`config.mk`:
```
export PLATFORM = sky130hd
export DESIGN_NAME = clock_op_decoder
export DESIGN_NICKNAME = d
export VERILOG_FILES = /design/src/rtl/clock_pkg.sv /design/src/rtl/clock_op_decoder_bcd_mod60_counter.sv /design/src/rtl/clock_op_decoder.sv
export SDC_FILE = /design/constraint.sdc
export NUM_CORES = 1
export LEC_CHECK = 0
export ABC_AREA = 1
export CAP_MARGIN = 20
export CELL_PAD_IN_SITES_DETAIL_PLACEMENT = 1
export CELL_PAD_IN_SITES_GLOBAL_PLACEMENT = 1
export CORE_ASPECT_RATIO = 1.75
export CORE_MARGIN = 2
export CORE_UTILIZATION = 44
export CTS_BUF_LIST = sky130_fd_sc_hd__clkbuf_2 sky130_fd_sc_hd__clkbuf_4 sky130_fd_sc_hd__clkbuf_8
export DETAILED_ROUTE_END_ITERATION = 7
export GPL_TIMING_DRIVEN = 0
export PLACE_DENSITY_LB_ADDON = 0.15
export SLEW_MARGIN = 25
export SYNTH_ARGS = -nofsm -noshare
export SYNTH_HDL_FRONTEND = slang
export SYNTH_HIERARCHICAL = 1
export SYNTH_SLANG_ARGS = --single-unit
```
`constraint.sdc`:
```
create_clock -name clk -period 6.1 [get_ports clk]
set_clock_uncertainty 0.2 [all_clocks]
set_input_delay 1.22 -clock clk [delete_from_list [all_inputs] [get_ports clk]]
set_output_delay 1.22 -clock clk [all_outputs]
set_load 0.01 [all_outputs]
```
`src/rtl/clock_pkg.sv`:
```
// Shared definitions for the operate interface between the button encoder and the time keeper.
// Holds the operation codes, FSM state encoding and the BCD mod-60 step helper.
package clock_pkg;

  localparam logic [1:0] OP_NONE = 2'b00;
  localparam logic [1:0] OP_MADD = 2'b10;
  localparam logic [1:0] OP_SEC0 = 2'b01;
  localparam logic [1:0] OP_RST  = 2'b11;

  typedef enum logic {
    ST_IDLE = 1'b0,
    ST_ACK  = 1'b1
  } state_t;

  typedef struct packed {
    logic       carry;
    logic [3:0] tens;
    logic [3:0] ones;
  } bcd_step_t;

  // Adds 0, 1 or 2 to a two-digit BCD value modulo 60; carry flags the wrap past 59.
  function automatic bcd_step_t bcd_mod60_add(input logic [3:0] tens,
                                              input logic [3:0] ones,
                                              input logic [1:0] amt);
    bcd_step_t  r;
    logic [4:0] o_sum;
    o_sum   = {1'b0, ones} + {3'b000, amt};
    r.carry = 1'b0;
    r.tens  = tens;
    r.ones  = o_sum[3:0];
    if (o_sum >= 5'd10) begin
      r.ones = 4'(o_sum - 5'd10);
      if (tens >= 4'd5) begin
        r.tens  = 4'd0;
        r.carry = 1'b1;
      end else begin
        r.tens = tens + 4'd1;
      end
    end
    return r;
  endfunction

endpackage

```
`src/rtl/clock_op_decoder_bcd_mod60_counter.sv`:
```
// Two-digit BCD counter 00..59 with single/double increment and synchronous clear.
// carry is combinational and marks the step that wraps the count back through 00.
module bcd_mod60_counter
  import clock_pkg::*;
(
  input  logic       clk,
  input  logic       rst_n,
  input  logic       inc,
  input  logic       inc2,
  input  logic       clear,
  output logic [3:0] ones,
  output logic [3:0] tens,
  output logic       carry
);

  bcd_step_t  step;
  logic [1:0] amt;

  always_comb begin
    amt = 2'd0;
    if (inc2) begin
      amt = 2'd2;
    end else if (inc) begin
      amt = 2'd1;
    end
  end

  assign step  = bcd_mod60_add(tens, ones, amt);
  assign carry = step.carry & ~clear;

  always_ff @(posedge clk or negedge rst_n) begin
    if (!rst_n) begin
      ones <= 4'd0;
      tens <= 4'd0;
    end else if (clear) begin
      ones <= 4'd0;
      tens <= 4'd0;
    end else if (inc || inc2) begin
      ones <= step.ones;
      tens <= step.tens;
    end
  end

endmodule

```
`src/rtl/clock_op_decoder.sv`:
```
// Operate-interface consumer: decodes held op codes once per press, acknowledges via
// encoder_reset, and runs the prescaled BCD mm:ss counter with an hourly rollover pulse.
module clock_op_decoder
  import clock_pkg::*;
#(
  parameter int CLK_DIV = 50000000,
  parameter int DIV_W   = 26
) (
  input  logic       clk,
  input  logic       rst_n,
  input  logic [1:0] operate,
  output logic       encoder_reset,
  output logic [3:0] sec_ones,
  output logic [3:0] sec_tens,
  output logic [3:0] min_ones,
  output logic [3:0] min_tens,
  output logic       hour_pulse
);

  state_t           state_q;
  state_t           state_d;
  logic [DIV_W-1:0] prescaler;
  logic             tick;
  logic             op_accept;
  logic             do_madd;
  logic             do_sec0;
  logic             do_rst;
  logic             sec_inc;
  logic             sec_clr;
  logic             sec_carry;
  logic             sec_wrap;
  logic             min_inc;
  logic             min_inc2;
  logic             min_clr;
  logic             min_carry;
  logic             hour_pulse_d;

  assign tick = (prescaler == DIV_W'(CLK_DIV - 1));

  always_comb begin
    state_d   = state_q;
    op_accept = 1'b0;
    case (state_q)
      ST_IDLE: begin
        if (operate != OP_NONE) begin
          op_accept = 1'b1;
          state_d   = ST_ACK;
        end
      end
      ST_ACK: begin
        if (operate == OP_NONE) begin
          state_d = ST_IDLE;
        end
      end
      default: state_d = ST_IDLE;
    endcase
  end

  assign encoder_reset = (state_q == ST_ACK);

  assign do_madd = op_accept && (operate == OP_MADD);
  assign do_sec0 = op_accept && (operate == OP_SEC0);
  assign do_rst  = op_accept && (operate == OP_RST);

  // Zeroing ops swallow a coincident tick; a minute add lets it through and may stack a carry.
  assign sec_clr  = do_sec0 | do_rst;
  assign sec_inc  = tick & ~sec_clr;
  assign sec_wrap = sec_inc & sec_carry;
  assign min_clr  = do_rst;
  assign min_inc2 = do_madd & sec_wrap;
  assign min_inc  = (do_madd | sec_wrap) & ~min_inc2;

  assign hour_pulse_d = sec_wrap & min_carry & ~do_madd;

  bcd_mod60_counter u_sec (
    .clk   (clk),
    .rst_n (rst_n),
    .inc   (sec_inc),
    .inc2  (1'b0),
    .clear (sec_clr),
    .ones  (sec_ones),
    .tens  (sec_tens),
    .carry (sec_carry)
  );

  bcd_mod60_counter u_min (
    .clk   (clk),
    .rst_n (rst_n),
    .inc   (min_inc),
    .inc2  (min_inc2),
    .clear (min_clr),
    .ones  (min_ones),
    .tens  (min_tens),
    .carry (min_carry)
  );

  always_ff @(posedge clk or negedge rst_n) begin
    if (!rst_n) begin
      state_q    <= ST_IDLE;
      prescaler  <= '0;
      hour_pulse <= 1'b0;
    end else begin
      state_q    <= state_d;
      hour_pulse <= hour_pulse_d;
      if (sec_clr || tick) begin
        prescaler <= '0;
      end else begin
        prescaler <= prescaler + 1'b1;
      end
    end
  end

endmodule
```
==> results.cfg <==
[worst_setup_path]
crit_fanout = 7
slowest_stage = fa_2
timing.rr.end = hour_pulse
worstSetupPathType = input pin to register
r2r_cells = 32
crit_required_ps = 6120
r2r_start = prescaler[0]
crit_top_cell = inv_1
max_stage_delay_ps = 550
worstSetupStartpointType = input pin
critPathArrivalTime_ps = 5750
r2r_slack_ps = 640
endpoint_kind = register

[final_layout]
fin_cells = 524
diodes = 0
final_cell_area_sq_um = 3364
fill_cells = 848
regArea_sq_um = 1101
multi_input_area_sq_um = 1624
areaGrowthSynthToFinish_pct = 15.16
nets = 462
final_common_cell = nand2_1
final_cell_mix = 121 x nand2_1, 80 x nor2_1, 46 x inv_1
drive_gt1_share_pct = 11.09

[run_status]
status = finished, final reports clean

[timing]
hold_viol = 0
finalCritPeriodShare_pct = 93.92
final-max-slew-violation-count = 0
setup_violations = 0
period_minus_slack_ps = 5729
holdWs_ps = 308.3
fmax_mhz = 174.5
setup_slack_ps = 370.6
rsz0062_at_grt = false

[clock_network]
path_clk_slew_ps = 90
cts_hold_buf = 0
clk_latency_ps = 310
h-tree-depth = 2
numCtsBuffers = 5
ctsRootBufferMaster = clkbuf_8
clock_path_buffers = 2
clkSinkCount = 44
cts_tree = done

[floorplan]
die_h_um = 111.8
dieArea_sq_um = 7333
initial_core_util_pct = 45.02
rows = 39
core_area_sq_um = 6490
dieWidth_um = 65.60
io_pins = 22

[logic_synthesis]
ys_seq_elements = 44
synth-edff-count = 0
synth_seq_area_share_pct = 37.69
async_flop_share_pct = 100.0
yosysWarnings = 6
synth_ff_type = dfrtp_1
synth-compound-area-share_pct = 2.184
synth_top_family_by_area = simple AND/OR/NAND/NOR gates
synth_mux_area_share_pct = 0
syn_area_sq_um = 2922
synth_top_cell_area_share_pct = 37.69
avgSynthCellArea_sq_um = 7.143
synth_simple_gate_area_share_pct = 39.74
synth_area_leaders = dfrtp_1 38%, nand2_1 16%, nor2_1 11%, ha_1 6.0%, inv_1 5.9%
ys_types = 26
postSynthCellCount = 409
synth_adder_area_share_pct = 7.366
synth_top_cell_by_area = dfrtp_1
synth_xor_area_share_pct = 5.096

[power_and_ir_drop]
p_per_area_nw_per_um2 = 289.3
leakage_uw = 0.001602
worst_ir_drop_vdd_v = 0.0002090

[grt]
grt_overflow = 0
grt_pass1_wl_mm = 12.82
grt_max_degree = 29
antenna_found_initial = 0
grt_pass1_vias = 2895
grtUsageTotal_pct = 22.61

[placed_design]
port_buffers = 21
placed_cell_area_sq_um = 3261
gp_congestion = 0.9122
dp.cells = 516
place_ws_ps = -523.6
dpl.hpwl_mm = 6.140

[detailed_routing]
firstDrtPassIters = 4
vias_per_cell = 5.088
routed_wirelength_mm = 7.564
drt_iter0_drc = 66
wl_per_cell_um = 14.44
drc = 0
drtAntennaViolNets = 0
num_vias = 2666

[min_path]
hold_depth = 2
hp-start = u_sec/tens[3]
holdCritPathClass = register to register
min_to = u_sec/tens[3]

[flow_run]
cap_violations = 0
[through the flow]
step           utilization (%)  TNS [ps]  power (uW)
2_1_floorplan                -         0       645.2
3_3_place_gp             50.01     -1307       769.6
3_5_place_dp             50.24     -2304       787.6
4_1_cts                  51.55         0       977.3
5_1_grt                  51.84         0        1051
6_report                 51.84         0       973.5
[worst max-delay path by stage]
| stage | from | end | slack [ps] | depth (start not counted) |
|---|---|---|---|---|
| floorplan | operate[0] | hour_pulse | 710 | 34 |
| global placement | operate[0] | hour_pulse | -350 | 34 |
| detailed placement | operate[0] | hour_pulse | -520 | 34 |
| CTS | operate[0] | hour_pulse | 160 | 35 |
| global route | operate[0] | hour_pulse | 5 | 33 |
| finish | operate[0] | hour_pulse | 370 | 33 |
[worst max-delay path, delay by kind of cell]
family                     cells  cell delay [ps]
AOI/OAI and AO/OA              1              110
buffers and inverters          9              670
and+or+nand+nor               16             1510
adders and majority gates      7             2260
[timing repair]
item / 4_1_cts / 5_1_grt
gates resized for setup: 3 / 8
pin swaps: 0 / 2
endpoints found under the hold margin: 0 / 0
buffers inserted: 0 / 1
cloned: 0 / 0
setup endpoints to repair: 1 / 1
[state kept, by name, summed over array words and instances (netlist names)]
name and count:
prescaler 26, u_min/ones 4, u_min/tens 4, u_sec/ones 4
u_sec/tens 4, encoder_reset 1, hour_pulse 1
[area by class of cell]
| type | instances | area share [%] |
|---|---|---|
| Tap cell | 82 | 3.049 |
| Multi-Input combinational cell | 315 | 48.27 |
| Timing Repair Buffer | 23 | 6.768 |
| Buffer | 2 | 0.6694 |
| Inverter | 51 | 6.099 |
| Sequential cell | 44 | 32.73 |
| Clock inverter | 1 | 0.1488 |
| Clock buffer | 6 | 2.268 |
[layer usage]
layer / global-route usage, % / routed length [um] / vias up
met2: 45.31 / 4431 / 40
met4: 9.861 / 258 / 0
met5: 0 / 0 / -
li1: - / - / 1318
met1: 21.36 / 2712 / 1291
met3: 3.232 / 161 / 17
[synthesized netlist by cell type (all sizes together), types with 2 or more instances]
cell,n
nor2,85
nand3,32
nand2,139
buf,2
ha,14
a21oi,5
fa,2
xor2,12
dfrtp,44
nand4,8
nor3,2
xnor2,5
a22o,2
inv,50
o21ai,3
[power by group]
part           internal, uW  total [uW]  leakage, uW  switching, uW
Sequential              337         398     0.000593           60.2
Clock                  82.7         189    0.0000445            106
Combinational           168         387     0.000965            219
[cell families after synthesis]
logic type	Yosys count
other cells	1
simple gates	267
flops	44
xor+xnor	17
compound gates	11
fa+ha+maj	16
buf+inv	53
Note: power is estimated with default switching activity, not from simulation.
==> RTL change, RTL diff (same settings) <==
Register the output `sec_ones`; this adds one clock of latency there. The other outputs are not delayed to match.
--- a/src/rtl/clock_op_decoder.sv
+++ b/src/rtl/clock_op_decoder.sv
@@ -16,6 +16,8 @@
   output logic [3:0] min_tens,
   output logic       hour_pulse
 );
+
+  logic [3:0] sec_ones_d;
 
   state_t           state_q;
   state_t           state_d;
@@ -78,7 +80,7 @@
     .inc   (sec_inc),
     .inc2  (1'b0),
     .clear (sec_clr),
-    .ones  (sec_ones),
+    .ones  (sec_ones_d),
     .tens  (sec_tens),
     .carry (sec_carry)
   );
@@ -110,4 +112,8 @@
     end
   end
 
+  always_ff @(posedge clk) begin
+    sec_ones <= sec_ones_d;
+  end
+
 endmodule
Check against the original RTL: no difference found for any inputs over 10 cycles, from zero or initial values and one cycle with rst_n low; that may be too few to reach the edited logic, so the function may still have changed.
==> RTL change against the unedited design <==
Sequential share of layout area rose by 1.1 points; final area increased by 3.7%; sequential cell count up 4; wire length grew 7.4%; total power grew 10%; count of clock-buffer cells in the layout stayed put; worst setup slack gained 16 ps; clock power increased by 25%; synthesized area grew 2.7%.
==> RTL change: results <==
[grt]
track_usage_pct = 24.1
use_met1_pct = 22.5
gr-usage-met3_pct = 3.58
grt_pass1_vias = 3058
grt_pass1_wl_um = 13900
grt_use_met2_pct = 48.5

[worst_hold_path]
whs_path_depth = 0
worstHoldStart = "u_sec/ones[3]$_DFFE_PN0P_"

[cells_and_area]
fin_area_mm2 = 0.00349
final_layout_size_suffix_gt1_share_pct = 11.4

[detailed_routing]
vias = 2691
wl_met1_um = 2800
met2_length_um = 4890
drt_iter0_markers = 96

[worst_setup_path]
reg2reg_slack_ps = 590

[synth]
synthArstFlopShare_pct = 91.7
synth_adder_area_share_pct = 7.17
synth-xor-area-share_pct = 4.96

[place]
gp_congestion = 0.912
place_hpwl_um = 6300

[outcome]
status = "completed"

[pwr]
pwr-share-seq_pct = 40.7
pwr-share-clk_pct = 22.1
leakage_nw = 1.65

[timing]
whs_ps = 213
-- RTL change: cell count changes in the layout (fill, tap and decap cells not counted) --
cell            delta
dfxtp_1            +4
ha_1               -2
ha_2               +2
bufinv_16          +1
clkbuf_2           -1
dlymetal6s2s_1     +1
nand2_1            +1
nand2_2            -1
nand3_1            -1
nand3_2            +1
-- RTL change: per-stage QoR --
step           instances  setup WS (ps)
4_1_cts              529           31.4
3_3_place_gp         519           -348
2_1_floorplan        416            709
5_1_grt              529           83.2
6_report             529            387
3_5_place_dp         520           -541
-- RTL change: layout make-up --
cell class                      count  share of cell area, %
Multi-Input combinational cell    315                   46.8
Sequential cell                    48                   33.8
Timing Repair Buffer               23                   6.74
Inverter                           51                   5.88
Tap cell                           82                   2.94
Clock buffer                        6                   2.19
Clock inverter                      2                   1.00
Buffer                              2                  0.645
-- RTL change: repair_timing --
action	4_1_cts	5_1_grt
hold buffers	0	0
setup buffers	1	0
pin swaps	2	1
endpoints found under the setup margin	1	7
gates resized for setup	8	3
